`config.mk`:
```
export PLATFORM = sky130hd
export DESIGN_NAME = skinny_sbox8_ti3_pipe
export DESIGN_NICKNAME = d
export VERILOG_FILES = /design/src/rtl/skinny_ti_pkg.sv /design/src/rtl/skinny_sbox8_ti3_pipe_chi.sv /design/src/rtl/skinny_sbox8_ti3_pipe.sv
export SDC_FILE = /design/constraint.sdc
export NUM_CORES = 1
export LEC_CHECK = 0
export BUFFER_PORTS_ARGS = -buffer_cell sky130_fd_sc_hd__buf_2
export CORE_MARGIN = 4
export CORE_UTILIZATION = 40
export DETAILED_ROUTE_END_ITERATION = 12
export PLACE_DENSITY = 0.63
export SLEW_MARGIN = 20
export SYNTH_ARGS = -nofsm -noshare
export SYNTH_HDL_FRONTEND = slang
export SYNTH_HIERARCHICAL = 1
export SYNTH_SLANG_ARGS = --single-unit
```
`constraint.sdc`:
```
create_clock -name clk -period 2.23 [get_ports clk]
set_input_delay 0.446 -clock clk [delete_from_list [all_inputs] [get_ports clk]]
set_output_delay 0.446 -clock clk [all_outputs]
set_load 0.005 [all_outputs]
```
`src/rtl/skinny_ti_pkg.sv`:
```
// Shared constants for the 3-share threshold SKINNY 8-bit S-box pipeline.
// S8_TAB / s8_ref is the unmasked reference table, used by benches only.
package skinny_ti_pkg;

   localparam int unsigned SHARES      = 3;
   localparam int unsigned SBOX_STAGES = 4;

   // OBIT[k] is the output bit position that carries intermediate a_k
   localparam int unsigned OBIT [8] = '{6, 5, 2, 7, 3, 1, 4, 0};

   localparam logic [7:0] S8_TAB [256] = '{
      8'h65, 8'h4c, 8'h6a, 8'h42, 8'h4b, 8'h63, 8'h43, 8'h6b,
      8'h55, 8'h75, 8'h5a, 8'h7a, 8'h53, 8'h73, 8'h5b, 8'h7b,
      8'h35, 8'h8c, 8'h3a, 8'h81, 8'h89, 8'h33, 8'h80, 8'h3b,
      8'h95, 8'h25, 8'h98, 8'h2a, 8'h90, 8'h23, 8'h99, 8'h2b,
      8'he5, 8'hcc, 8'he8, 8'hc1, 8'hc9, 8'he0, 8'hc0, 8'he9,
      8'hd5, 8'hf5, 8'hd8, 8'hf8, 8'hd0, 8'hf0, 8'hd9, 8'hf9,
      8'ha5, 8'h1c, 8'ha8, 8'h12, 8'h1b, 8'ha0, 8'h13, 8'ha9,
      8'h05, 8'hb5, 8'h0a, 8'hb8, 8'h03, 8'hb0, 8'h0b, 8'hb9,
      8'h32, 8'h88, 8'h3c, 8'h85, 8'h8d, 8'h34, 8'h84, 8'h3d,
      8'h91, 8'h22, 8'h9c, 8'h2c, 8'h94, 8'h24, 8'h9d, 8'h2d,
      8'h62, 8'h4a, 8'h6c, 8'h45, 8'h4d, 8'h64, 8'h44, 8'h6d,
      8'h52, 8'h72, 8'h5c, 8'h7c, 8'h54, 8'h74, 8'h5d, 8'h7d,
      8'ha1, 8'h1a, 8'hac, 8'h15, 8'h1d, 8'ha4, 8'h14, 8'had,
      8'h02, 8'hb1, 8'h0c, 8'hbc, 8'h04, 8'hb4, 8'h0d, 8'hbd,
      8'he1, 8'hc8, 8'hec, 8'hc5, 8'hcd, 8'he4, 8'hc4, 8'hed,
      8'hd1, 8'hf1, 8'hdc, 8'hfc, 8'hd4, 8'hf4, 8'hdd, 8'hfd,
      8'h36, 8'h8e, 8'h38, 8'h82, 8'h8b, 8'h30, 8'h83, 8'h39,
      8'h96, 8'h26, 8'h9a, 8'h28, 8'h93, 8'h20, 8'h9b, 8'h29,
      8'h66, 8'h4e, 8'h68, 8'h41, 8'h49, 8'h60, 8'h40, 8'h69,
      8'h56, 8'h76, 8'h58, 8'h78, 8'h50, 8'h70, 8'h59, 8'h79,
      8'ha6, 8'h1e, 8'haa, 8'h11, 8'h19, 8'ha3, 8'h10, 8'hab,
      8'h06, 8'hb6, 8'h08, 8'hba, 8'h00, 8'hb3, 8'h09, 8'hbb,
      8'he6, 8'hce, 8'hea, 8'hc2, 8'hcb, 8'he3, 8'hc3, 8'heb,
      8'hd6, 8'hf6, 8'hda, 8'hfa, 8'hd3, 8'hf3, 8'hdb, 8'hfb,
      8'h31, 8'h8a, 8'h3e, 8'h86, 8'h8f, 8'h37, 8'h87, 8'h3f,
      8'h92, 8'h21, 8'h9e, 8'h2e, 8'h97, 8'h27, 8'h9f, 8'h2f,
      8'h61, 8'h48, 8'h6e, 8'h46, 8'h4f, 8'h67, 8'h47, 8'h6f,
      8'h51, 8'h71, 8'h5e, 8'h7e, 8'h57, 8'h77, 8'h5f, 8'h7f,
      8'ha2, 8'h18, 8'hae, 8'h16, 8'h1f, 8'ha7, 8'h17, 8'haf,
      8'h01, 8'hb2, 8'h0e, 8'hbe, 8'h07, 8'hb7, 8'h0f, 8'hbf,
      8'he2, 8'hca, 8'hee, 8'hc6, 8'hcf, 8'he7, 8'hc7, 8'hef,
      8'hd2, 8'hf2, 8'hde, 8'hfe, 8'hd7, 8'hf7, 8'hdf, 8'hff
   };

   function automatic logic [7:0] s8_ref(input logic [7:0] x);
      return S8_TAB[x];
   endfunction

endpackage

```
`src/rtl/skinny_sbox8_ti3_pipe_chi.sv`:
```
// One 3-share f = NOR(a,b) ^ z; share 0 of a and b is inverted so the
// AND of the complements is a non-complete sharing. Output is registered.
module ti3_chi_stage
   import skinny_ti_pkg::*;
(
   input  logic              clk,
   input  logic              rst,
   input  logic              en_i,
   input  logic [SHARES-1:0] a_i,
   input  logic [SHARES-1:0] b_i,
   input  logic [SHARES-1:0] z_i,
   output logic [SHARES-1:0] f_o
);

   logic [SHARES-1:0] x, y, f_d, f_q;

   assign x = {a_i[2:1], ~a_i[0]};
   assign y = {b_i[2:1], ~b_i[0]};

   assign f_d[0] = (x[1] & y[1]) ^ (x[1] & y[2]) ^ (x[2] & y[1]) ^ z_i[0];
   assign f_d[1] = (x[2] & y[2]) ^ (x[0] & y[2]) ^ (x[2] & y[0]) ^ z_i[1];
   assign f_d[2] = (x[0] & y[0]) ^ (x[0] & y[1]) ^ (x[1] & y[0]) ^ z_i[2];

   always_ff @(posedge clk or posedge rst) begin
      if (rst) f_q <= '0;
      else if (en_i) f_q <= f_d;
   end

   assign f_o = f_q;

endmodule

```
`src/rtl/skinny_sbox8_ti3_pipe.sv`:
```
// LANES parallel 3-share SKINNY-128 8-bit S-boxes in a 4-stage pipeline
// with valid/ready on both sides and a single global advance.
module skinny_sbox8_ti3_pipe
   import skinny_ti_pkg::*;
#(
   parameter int unsigned LANES = 1,
   parameter bit          PIPE  = 1'b1
) (
   input  logic               clk,
   input  logic               rst,
   input  logic               in_valid,
   output logic               in_ready,
   input  logic [8*LANES-1:0] si0,
   input  logic [8*LANES-1:0] si1,
   input  logic [8*LANES-1:0] si2,
   output logic               out_valid,
   input  logic               out_ready,
   output logic [8*LANES-1:0] bo0,
   output logic [8*LANES-1:0] bo1,
   output logic [8*LANES-1:0] bo2
);

   logic [SBOX_STAGES-1:0] v_q, v_d;
   logic                   adv;

   assign adv       = ~v_q[SBOX_STAGES-1] | out_ready;
   assign out_valid = v_q[SBOX_STAGES-1];
   assign in_ready  = PIPE ? adv : (adv & ~|v_q);
   assign v_d       = {v_q[SBOX_STAGES-2:0], in_valid & in_ready};

   always_ff @(posedge clk or posedge rst) begin
      if (rst) v_q <= '0;
      else if (adv) v_q <= v_d;
   end

   for (genvar l = 0; l < LANES; l++) begin : g_lane
      logic [SHARES-1:0] b [8];
      logic [SHARES-1:0] a [8];
      logic [SHARES-1:0] o [8];
      logic [SHARES-1:0] b5_1_q, b1_1_q, b7_1_q, b3_1_q, b2_1_q;
      logic [SHARES-1:0] b7_2_q, b3_2_q, b2_2_q, b2_3_q;
      // d2/d3/d4: a_k carried forward so all eight leave stage 4 together
      logic [SHARES-1:0] d2_q [3];
      logic [SHARES-1:0] d3_q [5];
      logic [SHARES-1:0] d4_q [7];

      for (genvar k = 0; k < 8; k++) begin : g_bit
         assign b[k] = {si2[8*l+k], si1[8*l+k], si0[8*l+k]};
         assign bo0[8*l+OBIT[k]] = o[k][0];
         assign bo1[8*l+OBIT[k]] = o[k][1];
         assign bo2[8*l+OBIT[k]] = o[k][2];
         if (k < 7) begin : g_dly
            assign o[k] = d4_q[k];
         end else begin : g_chi
            assign o[k] = a[7];
         end
      end

      always_ff @(posedge clk or posedge rst) begin
         if (rst) begin
            b5_1_q <= '0;
            b1_1_q <= '0;
            b7_1_q <= '0;
            b3_1_q <= '0;
            b2_1_q <= '0;
            b7_2_q <= '0;
            b3_2_q <= '0;
            b2_2_q <= '0;
            b2_3_q <= '0;
            for (int k = 0; k < 3; k++) d2_q[k] <= '0;
            for (int k = 0; k < 5; k++) d3_q[k] <= '0;
            for (int k = 0; k < 7; k++) d4_q[k] <= '0;
         end else if (adv) begin
            b5_1_q <= b[5];
            b1_1_q <= b[1];
            b7_1_q <= b[7];
            b3_1_q <= b[3];
            b2_1_q <= b[2];
            b7_2_q <= b7_1_q;
            b3_2_q <= b3_1_q;
            b2_2_q <= b2_1_q;
            b2_3_q <= b2_2_q;
            for (int k = 0; k < 3; k++) d2_q[k] <= a[k];
            for (int k = 0; k < 3; k++) d3_q[k] <= d2_q[k];
            d3_q[3] <= a[3];
            d3_q[4] <= a[4];
            for (int k = 0; k < 5; k++) d4_q[k] <= d3_q[k];
            d4_q[5] <= a[5];
            d4_q[6] <= a[6];
         end
      end

      ti3_chi_stage u_a0 (.clk, .rst, .en_i(adv), .a_i(b[7]),
         .b_i(b[6]), .z_i(b[4]), .f_o(a[0]));
      ti3_chi_stage u_a1 (.clk, .rst, .en_i(adv), .a_i(b[3]),
         .b_i(b[2]), .z_i(b[0]), .f_o(a[1]));
      ti3_chi_stage u_a2 (.clk, .rst, .en_i(adv), .a_i(b[2]),
         .b_i(b[1]), .z_i(b[6]), .f_o(a[2]));
      ti3_chi_stage u_a3 (.clk, .rst, .en_i(adv), .a_i(a[0]),
         .b_i(a[1]), .z_i(b5_1_q), .f_o(a[3]));
      ti3_chi_stage u_a4 (.clk, .rst, .en_i(adv), .a_i(a[1]),
         .b_i(b3_1_q), .z_i(b1_1_q), .f_o(a[4]));
      ti3_chi_stage u_a5 (.clk, .rst, .en_i(adv), .a_i(d2_q[2]),
         .b_i(a[3]), .z_i(b7_2_q), .f_o(a[5]));
      ti3_chi_stage u_a6 (.clk, .rst, .en_i(adv), .a_i(a[3]),
         .b_i(d2_q[0]), .z_i(b3_2_q), .f_o(a[6]));
      ti3_chi_stage u_a7 (.clk, .rst, .en_i(adv), .a_i(d3_q[4]),
         .b_i(a[5]), .z_i(b2_3_q), .f_o(a[7]));
   end

endmodule

```
# Yosys cells after proc, flatten, opt, wreduce, memory -nomap -nowiden

Index checks and enable logic that the tools add are counted.

Bits in registers: 100
Latch bits: 0
RAM bits: 0
Bits in read-only memories: 0
Input bits: 28
Output and inout port bits: 26
Memories kept: 0

$add $sub $neg: 0
Multipliers: 0
Divide/modulo/power cells: 0
Order comparisons: 0
Eq/ne operators: 0
Shift operators: 0
Mux-type cells: 0
Bitwise logic cells: 160
Reduce and logical (&&, ||, !) cells: 0

Operators by type and width:

| operator      | count |
|---|---|
| $and A1 B1 Y1 | 73 |
| $xor A1 B1 Y1 | 72 |
| $not A1 Y1    | 14 |
| $or A1 B1 Y1  | 1 |

# Logic depth before layout (Yosys ltp)

Word-level depth: 5
Depth in mapped cells: 8
Mapped depth without buffers: 5

# Modules after synthesis

Netlist, hierarchy kept.

By module, submodules not included:

| module                | instances | cells an instance | area an instance (µm²) | sequential area each (µm²) |
|---|---|---|---|---|
| skinny_sbox8_ti3_pipe | 1         | 163               | 2951.6                 | 1901.8 |
| ti3_chi_stage         | 8         | 31                | 256.5                  | 75.1 |

# Least setup slack after synthesis

Ideal clock, no wire load.

Kind: in2reg
From: in out_ready
To: reg g_lane[0].u_a3.f_q[1]
Arrival time: 1.455 ns
Required time: 2.161 ns
Slack: 0.705 ns
Cell stages on the path: 8
Cell sequence: nand2b_4 > buf_6 > buf_6 > buf_6 > inv_1 > nor2_1 > nand3_1 > nand3_1

Longest elaborated chain between the ends: 1

RTL lines:

| element              | RTL line                        | RTL |
|---|---|---|
| from (decl)          | skinny_sbox8_ti3_pipe.sv:17     | `input logic out_ready,` |
| $or A1 B1 Y1         | skinny_sbox8_ti3_pipe.sv:26     | `assign adv = ~v_q[SBOX_STAGES-1] \| out_ready;` |
| named net in_ready   | skinny_sbox8_ti3_pipe.sv:12     | `output logic in_ready,` |
| to (signal assigned) | skinny_sbox8_ti3_pipe_chi.sv:25 | `if (rst) f_q <= '0;` |
| to (signal assigned) | skinny_sbox8_ti3_pipe_chi.sv:26 | `else if (en_i) f_q <= f_d;` |
| to (decl)            | skinny_sbox8_ti3_pipe_chi.sv:15 | `logic [SHARES-1:0] x, y, f_d, f_q;` |

The timed path passes the listed nets, and every way through them passes these cells.
A chain may end at the register's enable or synchronous reset.

# Final worst setup path

From: reg v_q[3]
To: out in_ready

Longest elaborated chain between the ends: 2

RTL lines:

| element                | RTL line                    | RTL |
|---|---|---|
| from (decl)            | skinny_sbox8_ti3_pipe.sv:23 | `logic [SBOX_STAGES-1:0] v_q, v_d;` |
| from (signal assigned) | skinny_sbox8_ti3_pipe.sv:33 | `else if (adv) v_q <= v_d;` |
| $not A1 Y1             | skinny_sbox8_ti3_pipe.sv:26 |  |
| $or A1 B1 Y1           | skinny_sbox8_ti3_pipe.sv:26 |  |
| to (decl)              | skinny_sbox8_ti3_pipe.sv:12 |  |

Every way passes these cells.

==> results.ini <==
[status]
status=finished, final reports clean

[clock_tree]
clk_pin_slew_ns=0.07
worstSkewPairLatency_ns=0.34
cts_buffer_depth=2
post_cts_gate_resize_count=0
clock-sinks=100
postCtsHoldBufs=0
post_cts.repair.setup_buffers=0
cts-buffers-inserted=9
cts-root-buf=clkbuf_16
clock_tree_from_tritoncts=done
number_of_levels_the_h_tree_was_split_into=3

[cells_and_area]
layout_overhead_on_the_synthesized_area_pct=14.6
final_layout_size_suffix_gt1_frac=0.365
fill_cells=1148
final_net_count=497
num_antenna_cells=0

[power]
irDropWorstVdd_uv=445
cellPowerDensity_nw_per_um2=1350
p_leak_uw=0.00269

[timing]
finalWorstPathRequiredPeriod_ns=1.85
rsz0062_at_grt=false
setup-tns-final_ns=0
slew-limit-headroom=0.701
fin_clk_skew_ns=0.00625
report.final.setup_viol=0
worst_slew_pin_slew_ns=0.449
worst_hold_slack_ns=0.121
slew_violations=0
timing.final.crit_share=0.828
hold_viol=0
fmax_mhz=542

[worst_setup_path]
critical_path.startpoint_type=register
worstPathArrival_ns=1.40
worstPathRequired_ns=1.78
crit_path_end_kind=output port
critPathMaxFanout=29
timing_worst_setup_path_type=reg -> out

[drt]
average_wire_per_cell_in_the_routed_design_um=14.9
firstDrtPassIters=4
met2_wirelength_mm=4.22
drt_iter0_drc=157
finalWirelength_mm=9.54
vias=3236
top_signal_layer_used=met4
wl_met3_um=324
post_drt_via_cell_ratio=5.04
antenna_left=0
drc=0
route.layer.met1.wl_mm=4.89

[flow_run]
cap_violations=0

[logic_synthesis]
synth_top_cell_area_share=0.500
postSynth.topFlopCell=dfrtp_1
synth_most_common_cell=dfrtp_1
cell_taking_the_most_area_after_synthesis=dfrtp_1
ys_seq_elements=100
post_synth_num_cell_types=23
ys_top_cells_by_area=dfrtp_1, mux2_4, mux2_2
netlist_instances=411
synth_enable_flop_cells=0
synth_async_sr_flop_share=1.00
ys_seq_area_frac=0.500
synthesis.area_um2=5000
synthTopCellsByCount=dfrtp_1, mux2_2, mux2_4, nand2_1
synth_fp_nets=439
synthesis_warnings=6
syn_avg_cell_area_um2=12.2

[global_route]
first_global_vias=3150
grt_remaining_overflow=0
antenna_found_initial=0
grt.total_usage=0.139
grt_pass1_wl_mm=16.1
largest_net_degree_at_the_start_of_global_routing=77

[floorplan]
io_pins=54
dieWidth_um=120
floorplan.initialDensity=0.413
design.core.area_um2=12100
die_height_um=120
dieArea_um2=14400
count_of_standard_cell_rows=40

[min_path]
holdCritPathClass=in -> async

[placed_design]
detailedPlacementHpwl_mm=6.63
port_buffers=53
gp_congestion=0.758

## layer usage
layer / up-vias / global-route usage
met5: - / 0
li1: 1610 / -
met2: 61 / 0.210
met3: 7 / 0.0226
met4: 0 / 0.0523
met1: 1558 / 0.200
## area by class of cell
type	count	area (um^2)	share of cell area
multi-input combinational	285	2360	0.412
inverter	17	67.6	0.0118
clock inverter	6	40.0	0.00698
clock buffer	10	239	0.0417
sequential	100	2500	0.436
tap	168	210	0.0367
timing repair buffer	56	313	0.0546
## layout by cell type (no fill, tap or decap)
cell type	count
a21oi_1	24
mux2i_1	8
nand2b_4	1
buf_12	2
a221oi_2	8
clkinv_2	3
clkbuf_16	9
buf_4	1
mux2_2	47
nor2_1	24
nor3_1	8
dfrtp_1	100
or3_1	8
clkinv_4	2
clkinvlp_4	2
o31ai_1	8
o21ai_0	16
nand2_1	32
and3_1	8
inv_1	16
nor2b_1	8
mux2_4	44
o21a_1	8
nor4bb_1	8
clkbuf_8	1
nand2b_1	1
nand3_1	16
xnor2_1	8
buf_2	53
## sequential cells by signal (all words and copies together), names as in the netlist, 4 cells and up
name and count:
g_lane.d3_q 15, v_q 4, bo1 7, bo0 7, g_lane.d2_q 9, bo2 7
## through the flow
step           total power (uW)  cells  worst slack [ns]  area [um^2]   util
2_1_floorplan              5530    411             0.705         5010      -
3_3_place_gp               6240    626             0.565         5450  0.450
6_report                   7720    642             0.385         5730  0.473
4_1_cts                    7800    642             0.355         5730  0.473
5_1_grt                    8270    642             0.300         5730  0.473
3_5_place_dp               6340    626             0.545         5450  0.450
## worst max-delay path: stages, from the launching register on
cell and delay [ns]:
dfrtp_1 0.41, nand2b_4 0.09, buf_4 0.35, buf_2 0.19
## path summary, 6_finish.rpt
check,from,cells after the start,end,slack (ns)
setup / recovery,v_q[3],3,in_ready,0.38
hold / removal,rst,2,g_lane[0].u_a7/f_o[1],0.12
setup reg to reg,g_lane[0].u_a1/f_o[1],4,g_lane[0].u_a3/f_o[0],0.60
hold reg to reg,v_q[2],1,v_q[3],0.46
max in group asynchronous,rst,3,bo0[7],1.55
min in group clk,si0[5],2,g_lane[0].b5_1_q[0],0.34
## logic make-up (layout without fill, tap and decap cells)
| family | count (synthesis) | count (layout) | share of synthesized area |
|---|---|---|---|
| AND/OR/NAND/NOR | 114 | 114 | 0.116 |
| flip-flops | 100 | 100 | 0.500 |
| multiplexers | 99 | 99 | 0.254 |
| AO/OA/AOI/OAI | 64 | 64 | 0.0880 |
| buffers and inverters | 26 | 89 | 0.0280 |
| XOR/XNOR | 8 | 8 | 0.0140 |
## where the power goes
group / leakage (uW) / total (uW) / switching [uW] / internal, uW
sequential: 0.00118 / 3480 / 842 / 2640
clock: 0.000138 / 1450 / 668 / 785
combinational: 0.00137 / 2790 / 1040 / 1750
total: 0.00269 / 7720 / 2550 / 5170
Power figures use the tool's default switching activity.
